**config.mk**
```make
export PLATFORM = sky130hd
export DESIGN_NAME = svn_disp_arb_flat
export DESIGN_NICKNAME = d
export VERILOG_FILES = /design/src/rtl/svn_disp_arb_if.sv /design/src/rtl/svn_disp_arb.sv /design/src/flat_wrapper.sv
export SDC_FILE = /design/constraint.sdc
export NUM_CORES = 1
export LEC_CHECK = 0
export CAP_MARGIN = 10
export CORE_UTILIZATION = 44
export CTS_BUF_LIST = sky130_fd_sc_hd__clkbuf_16
export DETAILED_ROUTE_END_ITERATION = 8
export PLACE_DENSITY = 0.74
export SKIP_LAST_GASP = 1
export SLEW_MARGIN = 0
export SYNTH_ARGS = -nofsm -noshare
export SYNTH_HDL_FRONTEND = slang
export SYNTH_SLANG_ARGS = --single-unit
```
**constraint.sdc**
```tcl
create_clock -name clk_16M -period 3.8 [get_ports clk_16M]
set_clock_uncertainty 0.2 [all_clocks]
set_input_delay 0.57 -clock clk_16M [delete_from_list [all_inputs] [get_ports clk_16M]]
set_output_delay 0.57 -clock clk_16M [all_outputs]
set_load 0.005 [all_outputs]
```
**src/rtl/svn_disp_arb_if.sv**
```systemverilog
// Display-share bus between requesters and the seven-segment arbiter.
// master = requester side, slave = arbiter side.
interface svn_disp_arb_if #(
  parameter int N_REQ = 3
);
  logic [N_REQ-1:0]    req;
  logic [16*N_REQ-1:0] req_data;
  logic [N_REQ-1:0]    ack;
  logic [15:0]         disp_data;
  logic                disp_busy;
  logic [1:0]          owner;

  modport master (
    output req, req_data,
    input  ack, disp_data, disp_busy, owner
  );

  modport slave (
    input  req, req_data,
    output ack, disp_data, disp_busy, owner
  );
endinterface

```
**src/rtl/svn_disp_arb.sv**
```systemverilog
// Round-robin owner of the 4-digit seven-segment driver, fixed dwell per grant.
// SVN_DISP_ARB_PRIO_EN: requester 0 wins every arbitration it is eligible for.
module svn_disp_arb #(
  parameter int N_REQ     = 3,
  parameter int DWELL_CYC = 16000000,
  parameter int CNT_W     = 24
) (
  input  logic         clk_16M,
  input  logic         rst_n,
  svn_disp_arb_if.slave bus
);

  typedef enum logic {IDLE, HOLD} state_t;

  state_t           state_q, state_d;
  logic [1:0]       ptr_q, ptr_d;
  logic [1:0]       owner_q, owner_d;
  logic [CNT_W-1:0] timer_q, timer_d;
  logic [15:0]      data_q, data_d;
  logic [N_REQ-1:0] ack_q, ack_d;
  logic             busy_q, busy_d;

  logic [3:0] elig;
  logic [3:0] req_w;
  logic [2:0] idx;
  logic [1:0] win;
  logic [1:0] nxt;
  logic       found;

  assign req_w = 4'(bus.req);
  assign nxt   = (owner_q == 2'(N_REQ - 1)) ? 2'd0 : owner_q + 2'd1;

  // The requester just acked is skipped so a held req cannot re-grab at once.
  always_comb begin
    elig  = 4'(bus.req & ~ack_q);
    found = 1'b0;
    win   = ptr_q;
    idx   = '0;
`ifdef SVN_DISP_ARB_PRIO_EN
    if (elig[0]) begin
      found = 1'b1;
      win   = 2'd0;
    end
`endif
    for (int k = 0; k < N_REQ; k++) begin
      idx = {1'b0, ptr_q} + 3'(k);
      if (idx >= 3'(N_REQ))
        idx = idx - 3'(N_REQ);
      if (!found && elig[idx[1:0]]) begin
        found = 1'b1;
        win   = idx[1:0];
      end
    end
  end

  always_comb begin
    state_d = state_q;
    ptr_d   = ptr_q;
    owner_d = owner_q;
    timer_d = timer_q;
    data_d  = data_q;
    busy_d  = busy_q;
    ack_d   = '0;
    unique case (state_q)
      IDLE: begin
        busy_d = 1'b0;
        if (found) begin
          owner_d = win;
          data_d  = bus.req_data[16*int'(win) +: 16];
          busy_d  = 1'b1;
          timer_d = '0;
          state_d = HOLD;
        end
      end
      HOLD: begin
        data_d  = bus.req_data[16*int'(owner_q) +: 16];
        timer_d = timer_q + 1'b1;
        if (!req_w[owner_q]) begin
          state_d = IDLE;
          busy_d  = 1'b0;
          ptr_d   = nxt;
        end else if (timer_q == CNT_W'(DWELL_CYC - 1)) begin
          state_d = IDLE;
          busy_d  = 1'b0;
          ptr_d   = nxt;
          ack_d   = N_REQ'(4'b0001 << owner_q);
        end
      end
      default: state_d = IDLE;
    endcase
  end

  always_ff @(posedge clk_16M or negedge rst_n) begin
    if (!rst_n) begin
      state_q <= IDLE;
      ptr_q   <= '0;
      owner_q <= '0;
      timer_q <= '0;
      data_q  <= '0;
      busy_q  <= 1'b0;
      ack_q   <= '0;
    end else begin
      state_q <= state_d;
      ptr_q   <= ptr_d;
      owner_q <= owner_d;
      timer_q <= timer_d;
      data_q  <= data_d;
      busy_q  <= busy_d;
      ack_q   <= ack_d;
    end
  end

  assign bus.ack       = ack_q;
  assign bus.disp_data = data_q;
  assign bus.disp_busy = busy_q;
  assign bus.owner     = owner_q;

endmodule

```
**src/flat_wrapper.sv**
```systemverilog
// flat-port wrapper written by rule: the top's interface ports become plain ports
module svn_disp_arb_flat 
#(
  parameter int N_REQ     = 3,
  parameter int DWELL_CYC = 16000000,
  parameter int CNT_W     = 24
)
  (clk_16M, rst_n, bus_req, bus_req_data, bus_ack, bus_disp_data, bus_disp_busy, bus_owner);
  svn_disp_arb_if #(.N_REQ(N_REQ)) bus_i ();
  input  logic clk_16M;
  input  logic rst_n;
  input wire logic [$bits(bus_i.req)-1:0] bus_req;
  input wire logic [$bits(bus_i.req_data)-1:0] bus_req_data;
  output wire logic [$bits(bus_i.ack)-1:0] bus_ack;
  output wire logic [$bits(bus_i.disp_data)-1:0] bus_disp_data;
  output wire logic [$bits(bus_i.disp_busy)-1:0] bus_disp_busy;
  output wire logic [$bits(bus_i.owner)-1:0] bus_owner;
  assign bus_i.req = bus_req;
  assign bus_i.req_data = bus_req_data;
  assign bus_ack = bus_i.ack;
  assign bus_disp_data = bus_i.disp_data;
  assign bus_disp_busy = bus_i.disp_busy;
  assign bus_owner = bus_i.owner;
  svn_disp_arb #(.N_REQ(N_REQ), .DWELL_CYC(DWELL_CYC), .CNT_W(CNT_W)) u_core (.clk_16M(clk_16M), .rst_n(rst_n), .bus(bus_i));
endmodule
```
==> results of run 1 <==
[final cells by class]
cell class	instances	area, sq um
repair buffers	84	826
flip-flops and latches	49	1230
well taps	77	96.3
clock buffers	5	125
multi-input cells	222	1510
clock inverters	3	65.1
inverters	5	18.8
fillers	558	2450
[stage by stage]
step	hold slack [ns]	utilization, %
finish	0.295	61.2
global route	0.322	61.2
CTS	0.302	60.8
detailed placement	0.289	57.7
global placement	0.269	57.7
floorplan	0.0744	-
[sequential cells by signal, indices dropped and copies added, names as in the netlist]
name,count
u_core.ptr_q,2
u_core.bus.ack,3
u_core.timer_q,24
u_core.bus.disp_data,16
u_core.state_q,1
u_core.bus.disp_busy,1
u_core.bus.owner,2
[per-layer routing]
layer / wire length, um / global-route usage, % / up-vias
li1: - / - / 1287
met2: 3640 / 38.1 / 95
met5: 0 / 0 / -
met1: 3240 / 27.3 / 1280
met4: 90 / 5.96 / 0
met3: 485 / 6.36 / 7
[worst reg2reg max path, delay by kind of cell, from the launching register on]
kind            cells  cell delay, ns
compound gates      4            1.21
fa+ha+maj           1            0.43
simple gates        2            0.42
flops               1            0.35
buf+inv             2            0.34
[cells by family after synthesis]
group / after synthesis / share of synthesized area (%)
fa+ha+maj: 4 / 1.74
mux: 5 / 1.83
flops: 49 / 42.7
simple gates: 118 / 21.6
xor+xnor: 5 / 1.52
buf+inv: 26 / 4.83
compound gates: 90 / 25.9
[repair_timing]
action	in CTS	in global routing
setup endpoints to repair	0	0
endpoints found under the hold margin	0	9
hold buffers	0	1
setup buffers	0	0
[path summary, 6_finish.rpt]
check                                  start                      end  depth (start not counted)
min in group asynchronous              rst_n        u_core.timer_q[5]                          2
max reg2reg                  u_core.ptr_q[0]  u_core.bus.disp_data[3]                          9
max                          u_core.ptr_q[0]  u_core.bus.disp_data[3]                          9
min reg2reg                u_core.timer_q[5]        u_core.timer_q[5]                          1
max in group asynchronous              rst_n          u_core.ptr_q[0]                          3
min                        u_core.timer_q[5]        u_core.timer_q[5]                          1
[power by group]
part / switching (mW) / internal, mW
logic: 0.810 / 0.666
clock network: 0.194 / 0.376
registers: 0.129 / 0.667
total: 1.13 / 1.71
[layout by cell type (no fill, tap or decap), drive strengths merged, types with 2 or more instances in the layout]
| master | count |
|---|---|
| o211ai | 21 |
| and3b | 2 |
| nand4 | 3 |
| xor2 | 2 |
| nor4 | 2 |
| nand2b | 5 |
| xnor2 | 3 |
| nor2b | 3 |
| a21oi | 3 |
| o21ai | 20 |
| nor4b | 2 |
| buf | 10 |
| clkbuf | 5 |
| a22oi | 17 |
| or2 | 3 |
| inv | 5 |
| a221o | 2 |
| o2111ai | 16 |
| dfrtp | 49 |
| nand3 | 39 |
| or3 | 4 |
| bufinv | 2 |
| mux2 | 2 |
| nor3 | 3 |
| mux2i | 3 |
| nor2 | 16 |
| o31ai | 3 |
| clkdlybuf4s50 | 73 |
| ha | 4 |
| o22ai | 2 |
| and3 | 5 |
| nand2 | 23 |
| nor4bb | 2 |
==> impl_metrics.ini, run 1 <==
[min_path]
hold_class = register to register

[yosys]
ys_top_cells_by_count = dfrtp_1, nand3_1, nand2_1
yosys.cell_types.count = 50
synth_top_area_share_pct = 42.7
syn_area_per_cell_sq_um = 9.68
ys_warn_count = 0
syn-num-nets = 354
synth_top_cell_by_area = dfrtp_1
async_reset_ff_share_pct = 100
syn_inst = 297
ys_seq_elements = 49
synth_area_sq_mm = 0.00287
seq_area_frac_synth_pct = 42.7
synth_flop_cell = dfrtp_1
synthTopCellsByArea = dfrtp_1, nand3_1, o2111ai_1
post-synth-top-count-cell = dfrtp_1
synth_edf_count = 0

[floorplan]
io_pins = 75
die_w_um = 82.8
start_util_pct = 45.5
die-area_sq_mm = 0.00686
die_h_um = 82.8
design.core.area_sq_mm = 0.00631
rows = 29

[timing]
drv_slew = 0
fin_crit_sh_pct = 80.9
fin_ws_ns = 0.726
post-route-min-period_ns = 3.07
rsz0062_at_grt = no
tightest_slew_ns = 0.647
hold_viol_final = 0
setup_tns_ns = 0
slew_headroom_pct = 56.4
fmax_mhz = 325
report.final.setup_viol = 0

[drt]
vias = 2669
drt-vias-per-instance = 6.00
route.antenna.remaining_nets = 0
firstDrtPassIters = 5
wl_per_cell_um = 16.7
drc = 0
wirelength_mm = 7.45
drt_iter0_markers = 135

[clock_network]
clock_latency_ns = 0.29
cts.clk_slew.worst_paths_ns = 0.06
cts_tree = built
cts.repair.resized = 0
cts_root_buf = clkbuf_16
clk_path_buf_depth = 2
h-tree-depth = 2
clock-sinks = 49
numCtsBuffers = 5

[power_and_ir_drop]
ir_worst_vdd_mv = 0.389
leakage_nw = 1.55
power_density_mw_per_mm2 = 735
p_total_mw = 2.84

[worst_setup_path]
start_kind = register
crit_family = compound AO/OA/AOI/OAI gates
cp-end-kind = register
crit_type = register to register
crit_chain = inv_1 -> ha_1 -> and3b_4 -> a2111oi_4 -> o2bb2ai_2 -> a221oi_4 -> or2_1 -> buf_4 -> o211ai_1
crit_required_ns = 3.76
slowest_delay_ns = 0.45
cp.buffers_inverters = 2
path_max_fanout = 16
crit_slowest_cell = a2111oi_4
crit_arrival_ns = 3.03
r2r_slack_ns = 0.73

[global_route]
grt_pass1_vias = 2706
grt_max_degree = 50
antenna_found_initial = 0
track_usage_pct = 22.2
overflow = 0
grt_pass1_wl_mm = 12.4

[place]
io_buffers = 74
place_inst = 435
pre_cts_slack_ns = 0.531
dp_hpwl_mm = 5.31
gp_congestion = 0.874
place_area_sq_mm = 0.00365

[outcome]
outcome = complete, no violations

[finish]
fin_area_sq_mm = 0.00387
layout.cells.non_filler = 445
n_antenna_cell = 0
nets = 424
syn_to_final_growth_pct = 34.5
drive_above_1_share_pct = 10.1

[flow_run]
maxCapViolCount = 0
(Power assumes the default switching activity.)
==> run 2: changes to the inputs <==
--- a/config.mk
+++ b/config.mk
@@ -9,7 +9,7 @@
 export CORE_UTILIZATION = 44
 export CTS_BUF_LIST = sky130_fd_sc_hd__clkbuf_16
 export DETAILED_ROUTE_END_ITERATION = 8
-export PLACE_DENSITY = 0.74
+export PLACE_DENSITY = 0.77
 export SKIP_LAST_GASP = 1
 export SLEW_MARGIN = 0
 export SYNTH_ARGS = -nofsm -noshare
==> constraint.sdc (replaced) <==
create_clock -name clk_16M -period 2.5 [get_ports clk_16M]
set_clock_uncertainty 0.2 [all_clocks]
set_input_delay 0.375 -clock clk_16M [delete_from_list [all_inputs] [get_ports clk_16M]]
set_output_delay 0.375 -clock clk_16M [all_outputs]
set_load 0.005 [all_outputs]
==> impl_metrics.ini, run 2 (synthesis gave the netlist of run 1 again) <==
[drt]
firstDrtPassIters = 4
drc = 0
vias = 2906
drt-vias-per-instance = 6.05
wl_per_cell_um = 17.7
route.antenna.remaining_nets = 0
drt_iter0_markers = 153
wirelength_mm = 8.47

[worst_setup_path]
path_max_fanout = 6
cp-end-kind = register
slowest_delay_ns = 0.39
crit_required_ns = 2.51
crit_chain = inv_2 -> ha_4 -> and3b_4 -> a2111oi_4 -> o2bb2ai_2 -> a221oi_4 -> buf_6 -> clkbuf_16 -> o2111ai_2 -> o211ai_2
crit_slowest_cell = dfrtp_1
crit_type = register to register
reg2reg_from = u_core.ptr_q[0]
crit_arrival_ns = 2.61
setup.worst_path.start = u_core.ptr_q[0]
start_kind = register

[clock_network]
cts_tree = built
numCtsBuffers = 5
cts.clk_slew.worst_paths_ns = 0.07
clock-sinks = 49
cts_root_buf = clkbuf_16
h-tree-depth = 2
clock_latency_ns = 0.29
clk_path_buf_depth = 2

[place]
pre_cts_slack_ns = -0.246
dp_hpwl_mm = 5.56
place_inst = 462
io_buffers = 74
gp_congestion = 0.821

[global_route]
grt_pass1_wl_mm = 13.2
grt_max_degree = 50
track_usage_pct = 23.7
antenna_found_initial = 0
overflow = 0
grt_pass1_vias = 2790

[timing]
fin_crit_sh_pct = 104
fin_ws_ns = -0.0986
slew_headroom_pct = 34.4
report.final.setup_viol = 16
setup_tns_ns = -0.862
drv_slew = 0
rsz0062_at_grt = yes
fmax_mhz = 385
tightest_slew_ns = 0.984
hold_viol_final = 0
post-route-min-period_ns = 2.60

[power_and_ir_drop]
p_total_mw = 5.25
leakage_nw = 1.77
power_density_mw_per_mm2 = 1190
ir_worst_vdd_mv = 0.799

[finish]
n_antenna_cell = 0
drive_above_1_share_pct = 23.8
nets = 460
syn_to_final_growth_pct = 53.9
final_common_cell = clkdlybuf4s50_1
layout.cells.non_filler = 480
fill_cells = 469
largest_reg_flops = 24
top_register = u_core.timer_q
mostFrequentLayoutCells = clkdlybuf4s50_1, dfrtp_1, nand3_1, buf_4, nand2_1

[flow_run]
maxCapViolCount = 0

[floorplan]
start_util_pct = 45.5
rows = 29
io_pins = 75
die-area_sq_mm = 0.00686
design.core.area_sq_mm = 0.00631
die_h_um = 82.8
die_w_um = 82.8

[min_path]
hold_class = register to register
hold_start = u_core.timer_q[23]

[outcome]
outcome = finished with violations
violations = setup timing
==> run 2: changes by cell type in the layout (fill, tap and decap cells not counted), sizes merged <==
| cell | delta |
|---|---|
| buf | +33 |
| clkbuf | +3 |
| bufinv | -2 |
| clkinvlp | +1 |
==> run 2: report_power, final <==
part           total, mW  switching, mW  internal [mW]
clock network      0.654          0.292          0.362
logic               3.38           1.61           1.78
registers           1.22          0.202           1.02
==> run 2: path summary, 6_finish.rpt <==
path | end | slack (ns) | cells after the start
setup reg to reg | u_core.bus.disp_data[14] | -0.1 | 10
hold reg to reg | u_core.timer_q[23] | 0.29 | 1
hold / removal | u_core.timer_q[23] | 0.29 | 1
setup / recovery | u_core.bus.disp_data[14] | -0.1 | 10
min in group asynchronous | u_core.timer_q[8] | 0.41 | 3
max in group asynchronous | u_core.bus.owner[0] | 1.46 | 3
==> run 2: metrics by stage <==
stage	util, %	cell area, sq um	hold slack [ns]
floorplan	-	2910	-0.121
global placement	62.3	3930	0.183
detailed placement	62.3	3930	0.187
CTS	66.6	4210	0.289
global route	70.1	4420	0.302
finish	70.1	4420	0.289
==> run 2: cell type report <==
class	count	area, sq um	area share (%)
Clock buffer	5	125	2.83
Clock inverter	2	11.3	0.255
Inverter	5	18.8	0.424
Multi-Input combinational cell	222	1710	38.7
Sequential cell	49	1230	27.7
Tap cell	77	96.3	2.18
Timing Repair Buffer	120	1230	27.9
==> run 2: repair_timing <==
action,4_1_cts,5_1_grt
endpoints found under the hold margin,49,0
resized for setup,18,21
hold buffers,1,0
buffers inserted,4,2
endpoints found under the setup margin,17,34
gates cloned,1,3
pin swaps,4,23
==> run 2: critical path, delay by kind of cell (launching register included) <==
family / cells / cell delay [ns]
AOI/OAI and AO/OA: 5 / 1.10
adders and majority gates: 1 / 0.23
buffers and inverters: 3 / 0.41
DFF: 1 / 0.39
and+or+nand+nor: 1 / 0.19
==> run 2: metal layers <==
metal | GRT usage, % | up-vias | wire length (um)
met5 | 0 | - | 0
met4 | 7.84 | 0 | 165
met3 | 5.67 | 14 | 446
met2 | 38.5 | 101 | 4160
met1 | 31.1 | 1432 | 3700
li1 | - | 1359 | -
==> run 3: changes to the inputs <==
--- a/config.mk
+++ b/config.mk
@@ -10,7 +10,6 @@
 export CTS_BUF_LIST = sky130_fd_sc_hd__clkbuf_16
 export DETAILED_ROUTE_END_ITERATION = 8
 export PLACE_DENSITY = 0.77
-export SKIP_LAST_GASP = 1
 export SLEW_MARGIN = 0
 export SYNTH_ARGS = -nofsm -noshare
 export SYNTH_HDL_FRONTEND = slang
==> impl_metrics.ini, run 3 (synthesis gave the netlist of run 1 again) <==
[outcome]
outcome = finished with violations
violations = setup timing

[global_route]
overflow = 0
met2_usage_pct = 38.5
antenna_found_initial = 0
grt_busiest_layer = met2
grt_pass1_vias = 2790
grt_max_degree = 50
gr-usage-met3_pct = 5.67
use_met1_pct = 31.1
grt_pass1_wl_mm = 13.2
track_usage_pct = 23.7

[worst_setup_path]
crit_chain = ha_4 -> buf_4 -> o221a_4 -> or2_4 -> a221oi_4 -> buf_6 -> buf_6 -> o2111ai_2 -> o211ai_1
start_kind = register
crit_required_ns = 2.50
cp_common_cell = buf_6
crit_type = register to register
path_max_fanout = 6
slowest_delay_ns = 0.44
crit_slowest_cell = dfrtp_2
cp-end-kind = register
crit_arrival_ns = 2.56

[power_and_ir_drop]
power_density_mw_per_mm2 = 1190
swShare_pct = 39.7
p_clk_share_pct = 12.3
p_int_mw = 3.17
leakage_nw = 1.77
p_seq_share_pct = 23.3
combPwrFrac_pct = 64.4
power.switching_mw = 2.09
p_total_mw = 5.26
ir_worst_vdd_mv = 0.797

[timing]
drv_slew = 0
fin_ws_ns = -0.0588
hold_viol_final = 0
fin_crit_sh_pct = 102
fmax_mhz = 391
slew_headroom_pct = 36.6
report.final.setup_viol = 15
holdWs_ns = 0.285
rsz0062_at_grt = yes
post-route-min-period_ns = 2.56
tightest_slew_ns = 0.951

[floorplan]
die_w_um = 82.8
design.core.area_sq_mm = 0.00631
rows = 29
die_h_um = 82.8
die-area_sq_mm = 0.00686
start_util_pct = 45.5
io_pins = 75

[finish]
final_common_cell = clkdlybuf4s50_1
mostFrequentLayoutCells = clkdlybuf4s50_1, dfrtp_1, nand3_1, buf_4, nand2_1
n_antenna_cell = 0
syn_to_final_growth_pct = 53.9
drive_above_1_share_pct = 24.6
top_register = u_core.timer_q
fin_area_sq_mm = 0.00442
largest_reg_flops = 24
fill_cells = 476
multi_input_area_sq_mm = 0.00171
nets = 460
register_area_sq_mm = 0.00123

[drt]
wl_per_cell_um = 17.5
firstDrtPassIters = 4
vias = 2870
wirelength_mm = 8.41
drt-vias-per-instance = 5.98
drc = 0
route.antenna.remaining_nets = 0
drt_iter0_markers = 194

[place]
place_area_sq_mm = 0.00393
gp_congestion = 0.821
pre_cts_slack_ns = -0.246
io_buffers = 74
dp_hpwl_mm = 5.56

[clock_network]
clock_latency_ns = 0.29
cts.clk_slew.worst_paths_ns = 0.06
numCtsBuffers = 5
h-tree-depth = 2
cts_root_buf = clkbuf_16
clk_path_buf_depth = 2
clock-sinks = 49
cts_tree = built

[flow_run]
maxCapViolCount = 0

[min_path]
hold_class = register to register
run 3: cell counts in the layout (fill, tap and decap cells not counted):
Identical to the previous run, type by type.
run 3: power by group through the flow:
| stage | logic [mW] | registers, mW | clock network [mW] |
|---|---|---|---|
| CTS | 2.96 | 1.21 | 0.652 |
| finish | 3.39 | 1.23 | 0.647 |
| global route | 3.62 | 1.25 | 0.699 |
| floorplan | 1.60 | 1.17 | 0 |
| detailed placement | 2.67 | 1.21 | 0 |
| global placement | 2.59 | 1.21 | 0 |
run 3: final timing paths:
path / slack (ns) / depth (start not counted) / startpoint / endpoint
setup / recovery: -0.06 / 9 / u_core.ptr_q[1] / u_core.bus.disp_data[15]
hold / removal: 0.28 / 1 / u_core.timer_q[23] / u_core.timer_q[23]
setup reg to reg: -0.06 / 9 / u_core.ptr_q[1] / u_core.bus.disp_data[15]
hold reg to reg: 0.28 / 1 / u_core.timer_q[23] / u_core.timer_q[23]
max in group asynchronous: 1.44 / 3 / rst_n / u_core.ptr_q[1]
min in group asynchronous: 0.40 / 3 / rst_n / u_core.bus.ack[0]
run 3: routing by layer:
metal | vias up | routed length, um | share of wire (%)
met5 | - | 0 | 0
met4 | 0 | 220 | 2.6
met3 | 22 | 467 | 5.6
met2 | 108 | 4050 | 48
met1 | 1387 | 3670 | 44
li1 | 1353 | - | -
run 3: final cells by class:
type / count / share of cell area [%]
tap: 77 / 2.18
timing repair buffer: 120 / 28.0
multi-input combinational: 222 / 38.6
clock inverter: 2 / 0.255
clock buffer: 5 / 2.83
sequential: 49 / 27.8
inverter: 5 / 0.424
run 3: stage by stage:
stage | instances | utilization, % | setup TNS (ns)
floorplan | 297 | - | -0.713
global placement | 462 | 62.3 | -4.50
detailed placement | 462 | 62.3 | -5.49
CTS | 475 | 66.7 | -0.205
global route | 480 | 70.1 | -2.39
finish | 480 | 70.1 | -0.477
run 3: repair_timing:
item                                    CTS  global route
hold buffers                              1             0
hold endpoints to repair                 49             0
gates cloned                              1             3
resized for setup                        19            22
endpoints found under the setup margin   17            34
pin swaps                                 4             6
buffers inserted                          4             3
run 3: critical path: cells and delay by family, from the launching register on:
family          cells  cell delay [ns]
buf+inv             3             0.42
fa+ha+maj           1             0.28
simple gates        1             0.28
flops               1             0.44
compound gates      4             0.86
